==> config.mk <==
export PLATFORM = sky130hd
export DESIGN_NAME = hamming_encoder_proj
export DESIGN_NICKNAME = d
export VERILOG_FILES = /design/src/rtl/hamming_proj_pkg.sv /design/src/rtl/hamming_enc_fifo.sv /design/src/rtl/hamming_encoder_proj.sv
export SDC_FILE = /design/constraint.sdc
export NUM_CORES = 1
export LEC_CHECK = 0
export CAP_MARGIN = 20
export CORE_UTILIZATION = 51
export DETAILED_ROUTE_END_ITERATION = 12
export HOLD_SLACK_MARGIN = 0.12
export PLACE_DENSITY_LB_ADDON = 0.15
export SETUP_SLACK_MARGIN = 0.4
export SKIP_CTS_REPAIR_TIMING = 1
export SLEW_MARGIN = 20
export SYNTH_ARGS = -nofsm -noshare
export SYNTH_HDL_FRONTEND = slang
export SYNTH_SLANG_ARGS = --single-unit
==> constraint.sdc <==
create_clock -name clock -period 1.99 [get_ports clock]
set_input_delay 0.398 -clock clock [delete_from_list [all_inputs] [get_ports clock]]
set_output_delay 0.398 -clock clock [all_outputs]
set_load 0.05 [all_outputs]
==> src/rtl/hamming_proj_pkg.sv <==
// Shared definitions for the Hamming(7,4) encoder/decoder project.
//   CW_W, DATA_W    : codeword and data widths
//   out_state_e     : output-register FSM state, shared with the decoder
//   hamming74_enc() : data nibble -> codeword {d3,d2,d1,p2,d0,p1,p0}
package hamming_proj_pkg;

  localparam int CW_W   = 7;
  localparam int DATA_W = 4;

  typedef enum logic {
    EMPTY = 1'b0,
    FULL  = 1'b1
  } out_state_e;

  // Bit i of the result is Hamming position i+1; parity bits sit at 1, 2, 4.
  function automatic logic [CW_W-1:0] hamming74_enc(input logic [DATA_W-1:0] d);
    logic p0, p1, p2;
    p0 = d[0] ^ d[1] ^ d[3];
    p1 = d[0] ^ d[2] ^ d[3];
    p2 = d[1] ^ d[2] ^ d[3];
    return {d[3], d[2], d[1], p2, d[0], p1, p0};
  endfunction

endpackage

==> src/rtl/hamming_enc_fifo.sv <==
// DEPTH x DATA_W synchronous FIFO feeding the encoder output register.
// Ports:
//   clock, reset_n : clock and asynchronous active-low reset
//   push, push_data: write one entry (caller guarantees !full)
//   pop            : drop the head entry (caller guarantees !empty)
//   head_data      : current head entry, valid while !empty
//   full, empty    : occupancy flags
// Pointers carry one extra wrap bit: equal pointers mean empty, pointers
// that differ only in the wrap bit mean full.
module hamming_enc_fifo
  import hamming_proj_pkg::*;
#(
  parameter int DEPTH = 4
) (
  input  logic              clock,
  input  logic              reset_n,
  input  logic              push,
  input  logic [DATA_W-1:0] push_data,
  input  logic              pop,
  output logic [DATA_W-1:0] head_data,
  output logic              full,
  output logic              empty
);

  localparam int AW = $clog2(DEPTH);
  localparam int PW = AW + 1;

  logic [DATA_W-1:0] mem [DEPTH];
  logic [PW-1:0]     wr_ptr;
  logic [PW-1:0]     rd_ptr;

  assign empty     = (wr_ptr == rd_ptr);
  assign full      = (wr_ptr[AW] != rd_ptr[AW]) && (wr_ptr[AW-1:0] == rd_ptr[AW-1:0]);
  assign head_data = mem[rd_ptr[AW-1:0]];

  // Storage needs no reset: an entry is only read after it has been written.
  always_ff @(posedge clock) begin
    if (push) begin
      mem[wr_ptr[AW-1:0]] <= push_data;
    end
  end

  always_ff @(posedge clock or negedge reset_n) begin
    if (!reset_n) begin
      wr_ptr <= '0;
      rd_ptr <= '0;
    end else begin
      if (push) wr_ptr <= wr_ptr + PW'(1);
      if (pop)  rd_ptr <= rd_ptr + PW'(1);
    end
  end

endmodule

==> src/rtl/hamming_encoder_proj.sv <==
// Hamming(7,4) transmit side: buffers nibbles in a FIFO, encodes the head
// into a registered codeword and counts codewords handed to the sink.
// Ports:
//   clock, reset_n      : clock and asynchronous active-low reset
//   in_valid/in_ready   : input handshake, in_data = d[3:0]
//   out_valid/out_ready : output handshake, io_out = codeword
//   tx_count            : codewords handed off, wraps modulo 2**CNT_W
//   inj_en, inj_pos     : error injection, active only with the
//                         HAMMING_ENC_ERR_INJECT_EN macro defined
//   dbg_state           : output FSM state
// Handshake: a transfer happens on a rising edge where valid && ready; the
// producer holds valid and data stable until then, and the output side
// keeps io_out/out_valid stable while out_ready is low.
module hamming_encoder_proj
  import hamming_proj_pkg::*;
#(
  parameter int DEPTH = 4,
  parameter int CNT_W = 16
) (
  input  logic              clock,
  input  logic              reset_n,
  input  logic              in_valid,
  output logic              in_ready,
  input  logic [DATA_W-1:0] in_data,
  output logic              out_valid,
  input  logic              out_ready,
  output logic [CW_W-1:0]   io_out,
  output logic [CNT_W-1:0]  tx_count,
  input  logic              inj_en,
  input  logic [2:0]        inj_pos,
  output out_state_e        dbg_state
);

  out_state_e        state_q, state_d;
  logic              fifo_full, fifo_empty;
  logic [DATA_W-1:0] head_data;
  logic              push, load;
  logic [CW_W-1:0]   cw_load;

  assign in_ready  = !fifo_full;
  assign push      = in_valid && in_ready;
  assign out_valid = (state_q == FULL);
  assign dbg_state = state_q;

  hamming_enc_fifo #(.DEPTH(DEPTH)) u_fifo (
    .clock     (clock),
    .reset_n   (reset_n),
    .push      (push),
    .push_data (in_data),
    .pop       (load),
    .head_data (head_data),
    .full      (fifo_full),
    .empty     (fifo_empty)
  );

`ifdef HAMMING_ENC_ERR_INJECT_EN
  logic [CW_W-1:0] inj_mask;
  assign inj_mask = (inj_en && (inj_pos != 3'd0)) ? (CW_W'(1) << (inj_pos - 3'd1)) : '0;
  assign cw_load  = hamming74_enc(head_data) ^ inj_mask;
`else
  logic unused_inj;
  assign unused_inj = ^{inj_en, inj_pos};
  assign cw_load    = hamming74_enc(head_data);
`endif

  // A load pops the FIFO head into the output register; the pop only ever
  // happens when the FIFO holds something, so a push into an empty FIFO
  // simply lands there.
  always_comb begin
    state_d = state_q;
    load    = 1'b0;
    case (state_q)
      EMPTY: begin
        if (!fifo_empty) begin
          load    = 1'b1;
          state_d = FULL;
        end
      end
      FULL: begin
        if (out_ready) begin
          if (!fifo_empty) load    = 1'b1;
          else             state_d = EMPTY;
        end
      end
      default: state_d = EMPTY;
    endcase
  end

  always_ff @(posedge clock or negedge reset_n) begin
    if (!reset_n) begin
      state_q  <= EMPTY;
      io_out   <= '0;
      tx_count <= '0;
    end else begin
      state_q <= state_d;
      if (load)                   io_out   <= cw_load;
      if (out_valid && out_ready) tx_count <= tx_count + CNT_W'(1);
    end
  end

endmodule

==> qor.csv, run 1 <==
stage;metric;value;unit
status;status;completed;
place;Area after DPL;2470;µm²
logic_synthesis;mapped cell area;2010;µm²
sta;period utilization;89.3;%
clocking;number of clock buffers inserted by TritonCTS;5;
setup_path;Worst path max stage delay;0.52;ns
setup_path;Startpoint Class;register;
finish;Non-Filler Instances;247;
global_routing;GRT overflow;0;
global_routing;initial antenna violation count;0;
clocking;H-tree depth;2;
setup_path;Worst Setup End Kind;output pin;
global_routing;vias in the first global route;1167;
sta;setup_tns;0;ns
route;First-pass DRT Iterations;4;
global_routing;first-pass GRT wire length;5.61;mm
floorplanning;DIE AREA;4200;µm²
clocking;CTS root buf;clkbuf_8;
logic_synthesis;asr flop ratio synth;65.2;%
setup_path;Worst Path Buf+Inv;1;
worst_hold_path;Hold Crit Start;tx_count[15];
pwr;power density over the cells;1700;nW/µm²
logic_synthesis;yosys warns;0;
finish;ant diodes;0;
sta;worst slew pin tran;0.515;ns
setup_path;data required time of the worst path;1.59;ns
clocking;CTS tree;done;
route;WL met2;1.86;mm
global_routing;maximum number of pins on one net before global-route repair;31;
setup_path;Critical R2R Launch;u_fifo.rd_ptr[0];
flow_run;Max Cap Viol;0;
sta;final slew viol count;0;
route;Remaining DRCs;0;
sta;Setup Skew;0.00604;ns
logic_synthesis;syn_area_per_cell;14.0;µm²
route;routed len/inst;15.3;µm
setup_path;critical path class;register to output pin;
route;Total Wirelength;3.78;mm
logic_synthesis;Syn Nets;162;
place;hpwl dp;2.48;mm
place;# placed instances;228;
logic_synthesis;Synth top cells by count;dfrtp_1 (30), edfxtp_1 (16), xnor2_1 (16);
finish;Design Area, Final;2740;µm²
floorplanning;initial core utilization;54.1;%
clocking;Max Buffers Root-to-Sink;2;
logic_synthesis;Synth top area share;37.3;%
logic_synthesis;Syn Inst Count;144;
worst_hold_path;worst hold-check path type;register to register;
clocking;clock-pin slew on the worst setup and hold paths;0.08;ns
route;Metal-1 WL;1.71;mm
sta;RSZ-0062 raised after global routing;yes;
pwr;Lkg Pwr;1.40;nW
finish;Finished Core Util;73.8;%
logic_synthesis;Distinct cells, synth;25;
sta;endpoints failing setup;0;
logic_synthesis;Synth Register Bits;46;
route;Via-to-Cell Ratio;5.16;
sta;Final Hold Viols;0;
route;antenna violation net count after detailed routing;0;
place;I/O Buffers;33;
logic_synthesis;largest area contributor in the netlist;dfrtp_1;
pwr;total power;4.65;mW
logic_synthesis;ys flop type;dfrtp_1;
clocking;clock net sink count;46;
logic_synthesis;count leader, synth;dfrtp_1;
setup_path;Top delay family on crit path;flip-flops;
finish;area of the multi-input gates;828;µm²
setup_path;worst-path maximum fanout;7;
logic_synthesis;count of flip-flops with a built-in enable after synthesis;16;
logic_synthesis;ranking of synthesized cells by area;dfrtp_1 (37%), edfxtp_1 (24%), xnor2_1 (7.0%);
sta;final worst path period need;1.78;ns
logic_synthesis;register area share after synthesis;61.2;%
clocking;Clock Latency Late Sink;0.30;ns
place;GP Congestion;0.691;
finish;Layout Nets;216;
setup_path;Crit. Startpoint;u_fifo.rd_ptr[0];
sta;Max-slew headroom;65.6;%
route;DRT iter0 DRCs;53;
setup_path;crit path DAT;1.38;ns
sta;fmax;563;MHz
global_routing;GR Util All Layers;18.7;%
floorplanning;io pins;38;
route;DR top layer;met4;
setup_path;worst path cell trace;xnor2_4, nand3_1, buf_4;
route;WL met3;157;µm
finish;synthesis-to-layout area growth;36.3;%
route;via count;1274;
pwr;VDD IR max;1130;µV
finish;share of cells above drive strength 1;33.7;%
finish;Fillers;243;
setup_path;Slowest-stage cell, CP;dfrtp_2;
floorplanning;die extent in x;64.8;µm
floorplanning;row count;22;
finish;FF+latch area;1240;µm²
floorplanning;Core ar.;3720;µm²
floorplanning;die height;64.8;µm
==> registers in the layout (all words and copies together) (netlist names) <==
name and count:
tx_count 16, u_fifo.rd_ptr 3, io_out 7, u_fifo.wr_ptr 3, u_fifo.mem 16, dbg_state 1
==> per-stage QoR <==
stage	hold WS, ns	setup slack (ns)
2_1_floorplan	0.102	0.381
5_1_grt	0.518	0.127
3_5_place_dp	0.474	0.0590
6_report	0.481	0.213
4_1_cts	0.488	0.0166
3_3_place_gp	0.461	0.106
==> kinds of logic after synthesis <==
logic type / count (synthesis) / synth area share [%]
mux: 10 / 8.40
fa+ha+maj: 6 / 3.73
compound gates: 7 / 2.24
buf+inv: 12 / 3.17
simple gates: 35 / 9.08
xor+xnor: 28 / 12.2
flops: 46 / 61.2
==> where the power goes <==
part / internal [mW] / leakage (nW) / switching, mW
Sequential: 1.30 / 0.499 / 0.302
Combinational: 1.14 / 0.853 / 1.35
Clock: 0.248 / 0.0452 / 0.310
==> layout make-up <==
class	instances	share of cell area, %
Tap cell	48	2.19
Clock buffer	6	2.65
Timing Repair Buffer	49	17.8
Inverter	9	1.23
Sequential cell	46	45.4
Clock inverter	2	0.502
Multi-Input combinational cell	87	30.2
==> path summary, 6_finish.rpt <==
path                            depth (start not counted)      endpoint  slack (ns)
worst max register to register                          4     io_out[4]        0.29
worst min register to register                          1  tx_count[15]        0.48
worst max-delay path                                    3      in_ready        0.21
max in group asynchronous                               2   tx_count[2]        1.19
worst min-delay path                                    1  tx_count[15]        0.48
min in group asynchronous                               2  tx_count[14]        0.49
==> cell usage in the layout, fill, tap and decap left out, types with 2 or more instances in the layout <==
cell,n
buf_6,2
nand4_1,2
buf_4,17
ha_1,5
clkdlybuf4s50_1,6
xnor2_1,13
and3_1,2
dlymetal6s2s_1,21
dfrtp_2,11
inv_1,9
a32o_2,2
clkbuf_2,3
nand2_1,7
mux2_2,3
edfxtp_1,16
clkbuf_8,5
dfrtp_1,19
nor2_4,2
mux2_4,3
xor2_1,11
and2_2,3
nand3_1,8
xnor2_4,2
mux4_2,4
nor2_1,5
o21ai_1,3
==> layer usage <==
layer	vias to the layer above	GRT usage, %
met5	-	0
met4	0	10.0
met3	5	4.93
met2	27	29.3
met1	632	23.7
li1	610	-
Note: power is estimated with default switching activity, not from simulation.
==> run 2: changes to the inputs <==
Settings changed: SKIP_CTS_REPAIR_TIMING 1 to not set.
==> run 2 against run 1 <==
  * Setup slack better by 0.057 ns
  * Critical path depth unchanged
  * Register-to-register slack about the same
  * Largest cell class unchanged
  * Clock power about the same
  * Power down 3.9%
  * Critical path type unchanged
  * Non-clock buffer count down 1
  * Combinational power down 7%
  * First-iteration DRC count up 43%
==> qor.csv, run 2 (synthesis gave the netlist of run 1 again) <==
stage;metric;value;unit;change
status;status;completed;;
clocking;Clock Latency Late Sink;0.30;ns;about the same
pwr;sw power;1.90;mW;-3.1%
floorplanning;row count;22;;unchanged
sta;endpoints failing setup;0;;unchanged
sta;worst slew pin tran;0.490;ns;-0.0251 ns
floorplanning;die extent in x;64.8;µm;unchanged
clocking;H-tree depth;2;;unchanged
place;pre-CTS WS;0.0590;ns;unchanged
worst_hold_path;worst hold-check path type;register to register;;
sta;Final Hold Viols;0;;unchanged
route;First-pass DRT Iterations;4;;unchanged
route;DRT iter0 DRCs;76;;+43%
floorplanning;DIE AREA;4200;µm²;unchanged
pwr;VDD IR max;995;µV;-12%
global_routing;first-pass GRT wire length;5.98;mm;+6.5%
global_routing;GRT overflow;0;;unchanged
sta;Setup Skew;0.00630;ns;+0.000266 ns
setup_path;worst-path maximum fanout;3;;-4
global_routing;GR Util All Layers;20.0;%;+1.3 points
floorplanning;initial core utilization;54.1;%;unchanged
finish;Finished Core Util;72.1;%;-1.7 points
flow_run;Max Cap Viol;0;;unchanged
sta;RSZ-0062 raised after global routing;yes;;
pwr;Seq pwr share;35.8;%;+1.3 points
setup_path;r2r setup slk;0.30;ns;about the same
sta;fmax;581;MHz;+3.3%
floorplanning;die height;64.8;µm;unchanged
setup_path;data required time of the worst path;1.59;ns;about the same
setup_path;Startpoint Class;register;;
finish;Layout Nets;214;;-0.93%
global_routing;maximum number of pins on one net before global-route repair;31;;unchanged
route;via count;1225;;-3.8%
sta;Max-slew headroom;67.5;%;+1.9 points
setup_path;crit path DAT;1.32;ns;-0.06 ns
sta;setup_tns;0;ns;unchanged
clocking;clock net sink count;46;;unchanged
route;Via-to-Cell Ratio;5.00;;-3.1%
clocking;number of clock buffers inserted by TritonCTS;5;;unchanged
route;Remaining DRCs;0;;unchanged
place;hpwl dp;2.48;mm;unchanged
finish;Fillers;273;;+12%
setup_path;Worst Setup End Kind;output pin;;
setup_path;critical path class;register to output pin;;
finish;share of cells above drive strength 1;39.6;%;+5.9 points
pwr;Internal;2.57;mW;-4.5%
clocking;Max Buffers Root-to-Sink;2;;unchanged
clocking;clock-pin slew on the worst setup and hold paths;0.08;ns;about the same
place;GP Congestion;0.691;;unchanged
route;Total Wirelength;3.57;mm;-5.6%
finish;most common cell after layout, fill and taps aside;dfrtp_1;;
floorplanning;Core ar.;3720;µm²;unchanged
sta;final worst path period need;1.72;ns;-0.0575 ns
global_routing;vias in the first global route;1232;;+5.6%
sta;period utilization;86.4;%;-2.9 points
sta;final slew viol count;0;;unchanged
pwr;clock share of power;12.4;%;+0.4 points
finish;commonest cells after routing, fill and taps aside;dfrtp_1 (18), buf_4 (16), edfxtp_1 (16);;
finish;ant diodes;0;;unchanged
clocking;CTS root buf;clkbuf_8;;
route;antenna violation net count after detailed routing;0;;unchanged
finish;synthesis-to-layout area growth;33.1;%;
pwr;Sw Ratio;42.4;%;+0.34 points
place;I/O Buffers;33;;unchanged
route;routed len/inst;14.6;µm;-4.9%
pwr;combinational power share;51.8;%;-1.7 points
pwr;power density over the cells;1670;nW/µm²;-1.6%
global_routing;initial antenna violation count;0;;unchanged
floorplanning;io pins;38;;unchanged
clocking;CTS tree;done;;
sta;worst setup margin;0.270;ns;+0.0575 ns
pwr;Lkg Pwr;1.12;nW;-20%
[run 2: cell count changes in the layout (fill, tap and decap cells not counted), moves of 3 or more]
cell / delta
clkdlybuf4s15_2: +13
mux2_4: -3
dlymetal6s2s_1: -21
clkdlybuf4s15_1: +8
mux2_2: +3
[run 2: power by group through the flow]
stage | Clock, mW | Combinational, mW | Sequential (mW)
floorplan | 0 | 1.08 | 2.03
global placement | 0 | 2.03 | 1.56
detailed placement | 0 | 2.10 | 1.59
CTS | 0.569 | 2.21 | 1.60
global route | 0.604 | 2.50 | 1.65
finish | 0.556 | 2.31 | 1.60
[run 2: stage by stage]
stage | area, µm² | std cells | total power, mW | hold WS (ns)
final | 2680 | 245 | 4.47 | 0.482
after global routing | 2680 | 245 | 4.76 | 0.515
after CTS | 2620 | 240 | 4.38 | 0.488
after detailed placement | 2470 | 228 | 3.68 | 0.474
after global placement | 2470 | 228 | 3.59 | 0.461
after floorplan | 2070 | 144 | 3.11 | 0.102
[run 2: layer usage]
metal  track usage (%)  vias to the layer above  wire [µm]
li1                  -                      599          -
met1              24.9                      596       1610
met2              32.3                       24       1750
met3              5.11                        6        133
met4              10.0                        0         73
met5                 0                        -          0
[run 2: layout make-up]
type,count,area [µm²],share of cell area [%]
Inverter,9,33.8,1.26
Clock inverter,2,13.8,0.514
Sequential cell,46,1250,46.5
Clock buffer,6,72.6,2.71
Timing Repair Buffer,48,448,16.7
Tap cell,48,60.1,2.24
Multi-Input combinational cell,86,803,30.0
[run 2: path summary, 6_finish.rpt]
kind                                   from               end  cells past startpoint
setup / recovery           u_fifo.rd_ptr[2]          in_ready                      3
hold reg to reg                tx_count[15]      tx_count[15]                      1
setup reg to reg           u_fifo.rd_ptr[0]         io_out[3]                      4
hold / removal                 tx_count[15]      tx_count[15]                      1
min in group asynchronous           reset_n  u_fifo.rd_ptr[1]                      2
max in group asynchronous           reset_n       tx_count[2]                      2
[run 2: what timing repair did]
action | CTS | global route
gates resized for setup | 64 | 15
hold buffers | 0 | 0
setup endpoints to repair | 54 | 40
buffers inserted | 4 | 5
pin swaps | 5 | 9
[run 2: worst max-delay path: stages, from the launching register on]
cell and delay (ns):
dfrtp_1 0.43, xor2_1 0.29, nand3_2 0.13, buf_6 0.18
==> run 3: changes to the inputs <==
Settings changed: CAP_MARGIN 20 to not set, CORE_UTILIZATION 51 to 60, DONT_BUFFER_PORTS set to 1.
==> run 3 against run 2 <==
  * Final cell count down 7.8%
  * Sequential power up 14%
  * Die area down 15%
  * First-iteration DRC count down 30%
  * Non-clock buffer count down 16
  * Critical path depth unchanged
  * Setup slack worse by 0.039 ns
  * Clock power up 12%
  * Power up 0.73%
==> qor.csv, run 3 (synthesis gave the netlist of run 1 again) <==
stage;metric;value;unit;change
status;status;completed;;
finish;area of the multi-input gates;841;µm²;+4.7%
route;DRT iter0 DRCs;53;;-30%
worst_hold_path;worst hold-check path type;input pin to register;;
global_routing;GR Util All Layers;23.2;%;+3.2 points
finish;Non-Filler Instances;226;;-7.8%
sta;setup_tns;0;ns;unchanged
finish;most common cell after layout, fill and taps aside;buf_4;;
setup_path;reg2reg path depth;5;;+1
route;via count;1217;;-0.65%
floorplanning;initial core utilization;64.3;%;+10 points
setup_path;critical path class;register to output pin;;
global_routing;vias in the first global route;1202;;-2.4%
worst_hold_path;Hold Crit Start;out_ready;;
place;GP Congestion;0.740;;+7.0%
sta;Setup Skew;0.0144;ns;+0.00813 ns
clocking;number of clock buffers inserted by TritonCTS;5;;unchanged
sta;final worst path period need;1.76;ns;+0.0391 ns
finish;FF+latch area;1250;µm²;+0.10%
route;First-pass DRT Iterations;4;;unchanged
global_routing;GRT overflow;0;;unchanged
clocking;clock-pin slew on the worst setup and hold paths;0.13;ns;+0.05 ns
place;I/O Buffers;0;;-100%
route;Total Wirelength;3.72;mm;+4.1%
floorplanning;Core ar.;3130;µm²;-16%
finish;ant diodes;0;;unchanged
clocking;H-tree depth;2;;unchanged
floorplanning;die extent in x;59.9;µm;-7.6%
finish;synthesis-to-layout area growth;27.1;%;
flow_run;Max Cap Viol;0;;unchanged
global_routing;first-pass GRT wire length;5.74;mm;-3.9%
setup_path;r2r setup slk;0.25;ns;-0.05 ns
route;routed len/inst;16.5;µm;+13%
finish;Layout Nets;199;;-7.0%
pwr;VDD IR max;1200;µV;+21%
clocking;clock net sink count;46;;unchanged
setup_path;data required time of the worst path;1.59;ns;about the same
sta;Max-slew headroom;62.4;%;-5.1 points
floorplanning;io pins;38;;unchanged
place;# placed instances;199;;-13%
setup_path;worst-path maximum fanout;3;;unchanged
sta;period utilization;88.4;%;+2.0 points
setup_path;crit path DAT;1.36;ns;+0.04 ns
sta;endpoints failing setup;0;;unchanged
finish;share of cells above drive strength 1;40.1;%;+0.52 points
sta;final slew viol count;0;;unchanged
sta;fmax;568;MHz;-2.2%
pwr;total power;4.50;mW;+0.73%
worst_hold_path;Hold Crit Endpoint;dbg_state;;
sta;Hold WS;0.192;ns;-0.290 ns
global_routing;maximum number of pins on one net before global-route repair;31;;unchanged
worst_hold_path;Min-Delay Path Depth;1;;unchanged
setup_path;Worst Setup End Kind;output pin;;
pwr;power density over the cells;1760;nW/µm²;+5.5%
route;Via-to-Cell Ratio;5.38;;+7.7%
clocking;Clock Latency Late Sink;0.35;ns;+0.05 ns
clocking;Max Buffers Root-to-Sink;2;;unchanged
sta;Final Hold Viols;0;;unchanged
floorplanning;die height;59.9;µm;-7.6%
sta;worst slew pin tran;0.564;ns;+0.0745 ns
sta;RSZ-0062 raised after global routing;yes;;
setup_path;Critical R2R Capture;io_out[2];;
floorplanning;row count;20;;-9.1%
global_routing;initial antenna violation count;0;;unchanged
setup_path;Critical R2R Launch;u_fifo.rd_ptr[0];;
setup_path;Startpoint Class;register;;
pwr;Lkg Pwr;1.10;nW;-2.0%
finish;commonest cells after routing, fill and taps aside;buf_4 (22), dfrtp_1 (17), edfxtp_1 (16);;
route;Remaining DRCs;0;;unchanged
route;antenna violation net count after detailed routing;0;;unchanged
floorplanning;DIE AREA;3590;µm²;-15%
finish;Fillers;180;;-34%
place;hpwl dp;2.17;mm;-13%
clocking;CTS tree;done;;
clocking;CTS root buf;clkbuf_4;;
## run 3: changes by cell type in the layout (fill, tap and decap cells not counted), sizes merged
cell / previous run / this run
clkdlybuf4s50: 6 / 0
clkinv: 2 / 0
buf: 18 / 26
dlygate4sd3: 0 / 6
dlygate4sd2: 1 / 0
a32o: 1 / 2
clkdlybuf4s15: 21 / 0
## run 3: worst max path at each step
stage,startpoint,end,slack [ns]
after floorplan,tx_count[2],tx_count[12],0.38
after global placement,u_fifo.rd_ptr[0],io_out[0],0.21
after detailed placement,u_fifo.rd_ptr[0],io_out[3],0.17
after CTS,u_fifo.rd_ptr[0],in_ready,0.24
after global routing,u_fifo.rd_ptr[2],in_ready,0.13
final,u_fifo.rd_ptr[2],in_ready,0.23
## run 3: cell type report
class	instances	share of cell area, %
clock buffers	8	3.96
inverters	9	1.32
multi-input cells	87	32.9
flip-flops and latches	46	48.8
well taps	44	2.15
repair buffers	32	10.9
## run 3: through the flow
step	instance area, µm²	util [%]	setup WS (ns)
global route	2560	81.8	0.134
floorplan	2070	-	0.381
CTS	2430	77.8	0.243
finish	2560	81.8	0.231
global placement	2200	70.3	0.210
detailed placement	2200	70.3	0.171
## run 3: worst max-delay path, stage by stage, from the launching register on
cell     delay (ns)
dfrtp_2        0.47
xor2_2         0.24
nand3_1        0.13
buf_6          0.17
## run 3: layer usage
metal  routed length [µm]  global-route usage, %  vias to the layer above
met5                    0                      0                        -
met2                 1810                   35.2                       41
li1                     -                      -                      575
met3                  202                   7.79                        6
met1                 1650                   31.5                      595
met4                   48                   7.97                        0
## run 3: repair_timing
item | CTS | global route
gates cloned | 1 | 0
endpoints found under the hold margin | 32 | 14
setup endpoints to repair | 33 | 36
setup buffers | 6 | 5
resized for setup | 10 | 12
pin swaps | 7 | 10
hold buffers | 3 | 4
## run 3: report_power, final
| group | total (mW) | switching [mW] | internal, mW |
|---|---|---|---|
| Combinational | 2.06 | 1.13 | 0.937 |
| Sequential | 1.82 | 0.517 | 1.30 |
| Clock | 0.623 | 0.298 | 0.325 |
| Total | 4.50 | 1.94 | 2.56 |
